===== config.mk =====
export PLATFORM = sky130hd
export DESIGN_NAME = alu_core
export DESIGN_NICKNAME = d
export VERILOG_FILES = /design/src/rtl/alu_pkg.sv /design/src/rtl/alu_cmp.sv /design/src/rtl/alu_core.sv
export SDC_FILE = /design/constraint.sdc
export NUM_CORES = 1
export LEC_CHECK = 0
export CAP_MARGIN = 20
export CORE_AREA = 2 2 121 123
export CTS_CLUSTER_DIAMETER = 150
export DETAILED_ROUTE_END_ITERATION = 16
export DIE_AREA = 0 0 123 125
export GPL_TIMING_DRIVEN = 1
export PLACE_DENSITY = 0.69
export SKIP_CTS_REPAIR_TIMING = 1
export SYNTH_ARGS = -nofsm -noshare
export SYNTH_HDL_FRONTEND = slang
export SYNTH_HIERARCHICAL = 1
export SYNTH_SLANG_ARGS = --single-unit

===== constraint.sdc =====
create_clock -name clk -period 4.74 [get_ports clk]
set_input_delay 0.948 -clock clk [delete_from_list [all_inputs] [get_ports clk]]
set_output_delay 0.948 -clock clk [all_outputs]
set_load 0.03 [all_outputs]

===== src/rtl/alu_pkg.sv =====
// Shared ALU definitions: operation encodings and default data width.
// Ops 110/111 become XOR/SRA only when ALU_EXT_OPS_EN is defined.
package alu_pkg;

  localparam int ALU_DEFAULT_WIDTH = 32;

  typedef enum logic [2:0] {
    OP_ADD  = 3'b000,
    OP_SUB  = 3'b001,
    OP_AND  = 3'b010,
    OP_OR   = 3'b011,
    OP_SLT  = 3'b100,
    OP_SLTU = 3'b101,
    OP_XOR  = 3'b110,
    OP_SRA  = 3'b111
  } alu_op_e;

endpackage


===== src/rtl/alu_cmp.sv =====
// Combinational magnitude comparator feeding the SLT/SLTU operations.
module alu_cmp #(
  parameter int WIDTH = alu_pkg::ALU_DEFAULT_WIDTH
) (
  input  logic [WIDTH-1:0] a,
  input  logic [WIDTH-1:0] b,
  output logic             lt_signed,
  output logic             lt_unsigned
);

  assign lt_signed   = $signed(a) < $signed(b);
  assign lt_unsigned = a < b;

endmodule


===== src/rtl/alu_core.sv =====
// Single-cycle registered ALU with synchronous active-high reset.
// Define ALU_EXT_OPS_EN to enable XOR (110) and arithmetic right shift (111).
module alu_core
  import alu_pkg::*;
#(
  parameter int WIDTH = ALU_DEFAULT_WIDTH
) (
  input  logic             clk,
  input  logic             rst,
  input  logic             in_valid,
  input  logic [WIDTH-1:0] a,
  input  logic [WIDTH-1:0] b,
  input  logic [2:0]       alu_op,
  output logic             out_valid,
  output logic [WIDTH-1:0] result,
  output logic             zero
);

  logic             lt_signed;
  logic             lt_unsigned;
  logic [WIDTH-1:0] next_result;

  alu_cmp #(.WIDTH(WIDTH)) u_cmp (
    .a           (a),
    .b           (b),
    .lt_signed   (lt_signed),
    .lt_unsigned (lt_unsigned)
  );

`ifdef ALU_EXT_OPS_EN
  localparam int SHW = (WIDTH > 1) ? $clog2(WIDTH) : 1;
  logic [WIDTH-1:0] sra_result;
  assign sra_result = WIDTH'($signed(a) >>> b[SHW-1:0]);
`endif

  always_comb begin
    next_result = '0;
    case (alu_op_e'(alu_op))
      OP_ADD:  next_result = a + b;
      OP_SUB:  next_result = a - b;
      OP_AND:  next_result = a & b;
      OP_OR:   next_result = a | b;
      OP_SLT:  next_result = {{(WIDTH-1){1'b0}}, lt_signed};
      OP_SLTU: next_result = {{(WIDTH-1){1'b0}}, lt_unsigned};
`ifdef ALU_EXT_OPS_EN
      OP_XOR:  next_result = a ^ b;
      OP_SRA:  next_result = sra_result;
`endif
      default: next_result = '0;
    endcase
  end

  // zero is registered alongside result so the pair can never disagree
  always_ff @(posedge clk) begin
    if (rst) begin
      result    <= '0;
      zero      <= 1'b1;
      out_valid <= 1'b0;
    end else begin
      out_valid <= in_valid;
      if (in_valid) begin
        result <= next_result;
        zero   <= (next_result == '0);
      end
    end
  end

endmodule


==> reports/metrics.csv, run 1 <==
stage,metric,value,unit
drt,drt drc,0,
sta,Final Cycle Share,111.3,%
grt,grt ovf,0,
sta,FMAX,189.6,MHz
sta,fin crit period,5.274,ns
synth,Synth Cell Area,5513,um2
synth,async set-reset flop share out of synthesis,0,%
placed_design,dpl cells,1205,
sta,final setup margin,-0.5339,ns
clock_tree,worst skew pair latency,0.27,ns
status,failing checks,setup timing,
cells_and_area,final net count,1170,
floorplanning,Die ar.,15380,um2
floorplanning,core area,14200,um2
cells_and_area,final core occ,59.63,%
cells_and_area,area grow syn2layout,53.63,%
drt,post-route ant nets,0,
grt,GRT Util Overall,25.22,%
cells_and_area,share of layout cells above drive strength 1,26.57,%
cells_and_area,Antenna diodes,0,
power_and_ir_drop,worst vdd ir,0.1281,mV
sta,RSZ-0062 raised after global routing,yes,
drt,Vias/cell,5.445,
floorplanning,die height,125,um
synth,post-synth cell types,80,
cells_and_area,"commonest non-fill, non-tap cell in the layout",buf_4,
clock_tree,TritonCTS sink count,34,
drt,drt initial violations,440,
cells_and_area,most frequent cells in the layout,"buf_4 (206), clkdlybuf4s50_1 (91), nor2_1 (73), nand2_1 (66), a21oi_1 (65)",
synth,Post-Syn Nets,890,
placed_design,pre-CTS WS,-0.8513,ns
synth,number of enable flip-flop cells after synthesis,0,
critical_path,CP required,4.93,ns
critical_path,"slowest stage delay, CP",0.53,ns
sta,Hold Fails Final Rpt,0,
power_and_ir_drop,leakage power,0.003853,uW
critical_path,CP cell instances,buf_6 > or3_4 > or4_4 > nor2_4 > nand2_2 > or3_4 > o21ai_2 > xor2_1 > ha_2 > nand2_2 > o211ai_2 > a211oi_2 > o31ai_2 > or4_4 > a32oi_4 > o2111ai_2 > a2111oi_2 > nand3_1 > o31ai_2,
synth,post-synthesis register bit count,34,
critical_path,Crit path arrival time,5.46,ns
synth,syn_area_per_cell,7.311,um2
clock_tree,Max Buffers Root-to-Sink,2,
critical_path,Crit. End Element,flop,
drt,via count,6637,
cells_and_area,Final Cell Area,8469,um2
floorplanning,die width,123,um
grt,largest net degree at the start of global routing,40,
placed_design,buffers added on ports,103,
sta,max-slew violations,0,
power_and_ir_drop,Power per Cell Area,205.6,nW/um2
cells_and_area,Fill cells,1374,
sta,final setup fails,4,
critical_path,worst-path cell with the longest stage delay,or4_4,
floorplanning,# IOs,104,
status,status,finished with violations,
clock_tree,H-tree levels,2,
critical_path,crit path max fanout,5,
clock_tree,root buf cell,clkbuf_16,
floorplanning,Rows,44,
worst_hold_path,worst min path class,flop to flop,
sta,Slew @ Worst Pin,0.6220,ns
cells_and_area,Multi-input gate area,4617,um2
critical_path,Critical Path Source Type,input pin,
synth,Syn Inst Count,754,
drt,TritonRoute pass-1 iters,8,
synth,Main synth FF type,dfxtp_1,
job,Max-cap violations,0,
floorplanning,initial core utilization,38.81,%
synth,Yosys warnings,6,
placed_design,RD Place Congestion,0.9831,
grt,initial antenna violation count,0,
synth,"Seq/Total Area, Yosys",12.35,%
placed_design,Final HPWL DP,16.21,mm
grt,first-pass GRT wire length,31.44,mm
placed_design,dpl cell area,8123,um2
grt,vias in the first global route,6250,
sta,final setup skew,0,ns
clock_tree,CTS tree,yes,
cells_and_area,final cell count without fillers,1219,
clock_tree,CTS buffer count,5,
sta,worst rel slew slack,58.49,%
critical_path,critical path class,input pin to flop,
drt,routed wire length,19.49,mm
clock_tree,clock-pin slew on the worst setup and hold paths,0.05,ns
power_and_ir_drop,total power,1741,uW
cells_and_area,FF/Latch Area,680.7,um2
drt,Routed WL per cell,15.99,um
==> power by group <==
group          total [uW]  internal (uW)  switching [uW]
Sequential            317            307            11.0
Clock                 349            237             111
Combinational        1070            532             543
Total                1740           1080             666
==> logic make-up after synthesis <==
kind of cell | count (synthesis) | synth area share (%)
and+or+nand+nor | 261 | 24.01
xor gates and xnor gates | 43 | 6.832
AOI/OAI and AO/OA | 234 | 29.19
adders and majority gates | 85 | 18.57
buffers and inverters | 85 | 6.854
DFF | 34 | 12.35
muxes | 12 | 2.202
==> stage by stage <==
stage / hold WS, ns / setup TNS [ns]
after global routing: 0.4838 / -1.571
after global placement: 0.4583 / -3.777
after CTS: 0.4748 / -1.404
after floorplan: 0.5948 / -0.1863
after detailed placement: 0.4665 / -4.382
final: 0.4749 / -0.7378
==> Yosys cell counts, types with 6 or more instances <==
library cell	number	share of area (%)
ha_1	65	15
nand2_1	69	4.7
buf_2	10	0.91
a211oi_1	13	1.8
nor3_1	18	1.6
clkbuf_1	18	1.2
o31ai_1	13	1.8
nor2_1	76	5.2
nand4_1	21	2.4
a31oi_1	9	1.0
and2_1	9	1.0
a21o_1	9	1.2
inv_1	49	3.3
maj3_1	19	3.4
nand3_1	13	1.2
dfxtp_1	34	12
o211ai_1	11	1.5
mux2i_1	11	2.0
xor2_1	26	4.1
or3_1	7	0.79
xnor2_1	17	2.7
o21a_1	10	1.4
and3_1	6	0.68
a21oi_1	65	5.9
o21ai_1	6	0.54
o21ai_0	39	3.5
==> sequential cells by signal (all words and copies together), names as in the netlist <==
register / flops
result: 32
zero: 1
out_valid: 1
==> critical path: cells and delay by family <==
kind	cells	cell delay (ns)
buffers and inverters	1	0.09
XOR/XNOR	1	0.16
AO/OA/AOI/OAI	8	1.63
adder cells (fa/ha/maj)	1	0.33
AND/OR/NAND/NOR	8	2.28
==> final cells by class <==
type	count	area share, %
timing repair buffer	309	30.60
inverter	49	2.172
tap	184	2.718
clock buffer	8	1.965
sequential	34	8.037
multi-input combinational	635	54.51
==> metal layers <==
metal / vias to the layer above / GRT usage, % / routed length, um
li1: 3356 / - / -
met1: 3055 / 37.17 / 9501
met2: 208 / 38.09 / 8364
met3: 18 / 4.562 / 1368
met4: 0 / 5.414 / 255
met5: - / 0 / 0
==> worst paths after layout <==
path | startpoint | end | slack, ns | cells after the start
setup / recovery | b[5] | zero | -0.53 | 19
hold / removal | result[17] | result[17] | 0.47 | 2
setup reg to reg | result[18] | result[18] | 3.99 | 2
hold reg to reg | result[17] | result[17] | 0.47 | 2
Power figures use the tool's default switching activity.
==> run 2, diff against run 1 <==
- clock period: 4.74 -> 4.6 ns (I/O delays scaled with it)
==> run 2 against run 1 <==
Net effect: global-route usage shrank 0.28 points; die area is the same; worst setup slack lost 0.042 ns; hold slack lost 0.00050 ns; combinational power grew 9%; core utilization grew 2.6 points; non-clock buffer count grew 14; the run still ends with setup timing left; sequential power grew 3%.
==> reports/metrics.csv, run 2 (same netlist as run 1, synthesis figures left out) <==
stage,metric,value,unit,change
clock_tree,worst skew pair latency,0.28,ns,about the same
grt,first-pass GRT wire length,31.07,mm,-1.2%
drt,uppermost layer routed,met4,,
sta,worst hold slack,0.4744,ns,-0.0005030 ns
critical_path,CP required,4.80,ns,-0.13 ns
sta,RSZ-0062 raised after global routing,yes,,
floorplanning,Die ar.,15380,um2,unchanged
sta,Slew @ Worst Pin,0.6938,ns,+0.07182 ns
grt,grt ovf,0,,unchanged
clock_tree,TritonCTS sink count,34,,unchanged
critical_path,Critical Path Source Type,input pin,,
drt,drt initial violations,425,,-3.4%
drt,met2 wire length,8.657,mm,+3.5%
cells_and_area,final net count,1184,,+1.2%
floorplanning,die height,125,um,unchanged
power_and_ir_drop,Power per Cell Area,218.9,nW/um2,+6.5%
drt,drt drc,0,,unchanged
drt,Routed WL per cell,16.19,um,+1.3%
cells_and_area,area grow syn2layout,60.30,%,
placed_design,Final HPWL DP,16.02,mm,-1.2%
critical_path,Crit. End Element,flop,,
sta,Final Cycle Share,112.5,%,
floorplanning,Rows,44,,unchanged
critical_path,crit path max fanout,5,,unchanged
grt,initial antenna violation count,0,,unchanged
cells_and_area,"commonest non-fill, non-tap cell in the layout",buf_4,,
floorplanning,die width,123,um,unchanged
floorplanning,initial core utilization,38.81,%,unchanged
floorplanning,# IOs,104,,unchanged
sta,worst rel slew slack,53.39,%,-5.1 points
clock_tree,CTS tree,yes,,
job,Max-cap violations,0,,unchanged
status,failing checks,setup timing,,
clock_tree,H-tree levels,2,,unchanged
grt,largest net degree at the start of global routing,40,,unchanged
sta,final setup skew,0,ns,unchanged
drt,Vias/cell,5.529,,+1.5%
placed_design,buffers added on ports,103,,unchanged
clock_tree,CTS buffer count,5,,unchanged
cells_and_area,max reg flops,32,,unchanged
cells_and_area,Fill cells,1245,,-9.4%
placed_design,pre-CTS WS,-0.9285,ns,-0.07726 ns
clock_tree,root buf cell,clkbuf_16,,
drt,via count,6817,,+2.7%
cells_and_area,largest register by flop count,result,,
drt,post-route ant nets,0,,unchanged
cells_and_area,share of layout cells above drive strength 1,29.08,%,+2.5 points
sta,final setup fails,4,,unchanged
drt,routed wire length,19.96,mm,+2.4%
clock_tree,Max Buffers Root-to-Sink,2,,unchanged
sta,max-slew violations,0,,unchanged
sta,FMAX,193.2,MHz,
cells_and_area,final core occ,62.22,%,+2.6 points
power_and_ir_drop,leakage power,0.004008,uW,+4.0%
cells_and_area,most frequent cells in the layout,"buf_4 (211), clkdlybuf4s50_1 (91), nor2_1 (73), nand2_1 (65), a21oi_1 (62)",,
sta,Hold Fails Final Rpt,0,,unchanged
critical_path,Crit path arrival time,5.38,ns,-0.08 ns
sta,final setup margin,-0.5763,ns,-0.04237 ns
placed_design,RD Place Congestion,0.9616,,-2.2%
cells_and_area,top flop regs,"result (32), out_valid (1), zero (1)",,
grt,GRT Util Overall,24.94,%,-0.28 points
clock_tree,clock-pin slew on the worst setup and hold paths,0.06,ns,about the same
drt,TritonRoute pass-1 iters,5,,-3
drt,WL met1,9.616,mm,+1.2%
critical_path,critical path class,input pin to flop,,
drt,WL met3,1.452,mm,+6.1%
floorplanning,core area,14200,um2,unchanged
status,status,finished with violations,,
grt,vias in the first global route,6240,,-0.16%
power_and_ir_drop,worst vdd ir,0.1434,mV,+12%
cells_and_area,Antenna diodes,0,,unchanged
sta,fin crit period,5.176,ns,
worst_hold_path,worst min path class,flop to flop,,
==> run 2: changes by cell type in the layout (fill, tap and decap cells not counted), moves of 3 or more <==
cell | before | now
buf_4 | 206 | 211
clkbuf_8 | 3 | 0
a211oi_1 | 13 | 10
a2111oi_4 | 0 | 3
a21oi_2 | 1 | 4
o31ai_1 | 9 | 6
a21oi_1 | 65 | 62
buf_6 | 1 | 9
ha_4 | 0 | 3
o21ai_1 | 5 | 8
==> run 2: per-layer routing <==
| layer | global-route usage [%] | up-vias |
|---|---|---|
| met4 | 5.147 | 0 |
| met1 | 37.43 | 3168 |
| met2 | 37.57 | 236 |
| met5 | 0 | - |
| li1 | - | 3391 |
| met3 | 3.695 | 22 |
==> run 2: metrics by stage <==
| stage | power, uW | cell area [um2] | setup TNS (ns) | std cells |
|---|---|---|---|---|
| 6_report | 1935 | 8837 | -1.334 | 1233 |
| 3_3_place_gp | 1388 | 8183 | -5.679 | 1213 |
| 5_1_grt | 2047 | 8837 | -2.633 | 1233 |
| 4_1_cts | 1844 | 8377 | -2.525 | 1221 |
| 3_5_place_dp | 1401 | 8183 | -6.920 | 1213 |
| 2_1_floorplan | 880.0 | 5558 | -0.2983 | 754 |
==> run 2: cell type report <==
type	instances	area [um2]	area share, %
sequential	34	680.7	7.702
inverter	49	183.9	2.081
clock buffer	5	125.1	1.416
multi-input combinational	635	4802	54.34
clock inverter	3	68.82	0.7787
tap	184	230.2	2.605
timing repair buffer	323	2746	31.08
==> run 2: worst paths after layout <==
check	startpoint	to	slack [ns]	cells past startpoint
max reg2reg	result[15]	result[15]	3.86	2
min reg2reg	result[2]	result[2]	0.47	2
min	result[2]	result[2]	0.47	2
max	b[4]	zero	-0.58	19
==> run 2: worst max-delay path, cell delays in order <==
cell and delay [ns]:
buf_6 0.09, or3_4 0.37, or4_4 0.52, nor2_4 0.12, nand2_2 0.08, or3_4 0.44, o21ai_2 0.16, xor2_1 0.17
ha_2 0.34, nand2_2 0.09, o211ai_2 0.10, a211oi_2 0.27, o31ai_2 0.11, or4_4 0.53, a32oi_4 0.22, o2111ai_2 0.17
a2111oi_4 0.35, nand3_1 0.13, o31ai_2 0.17
==> run 2: power by group <==
part	switching, uW	internal [uW]	total [uW]	leakage, uW
clock	128	311	439	0.0000940
sequential	11.3	316	327	0.000280
combinational	588	581	1170	0.00363
total	727	1210	1930	0.00401
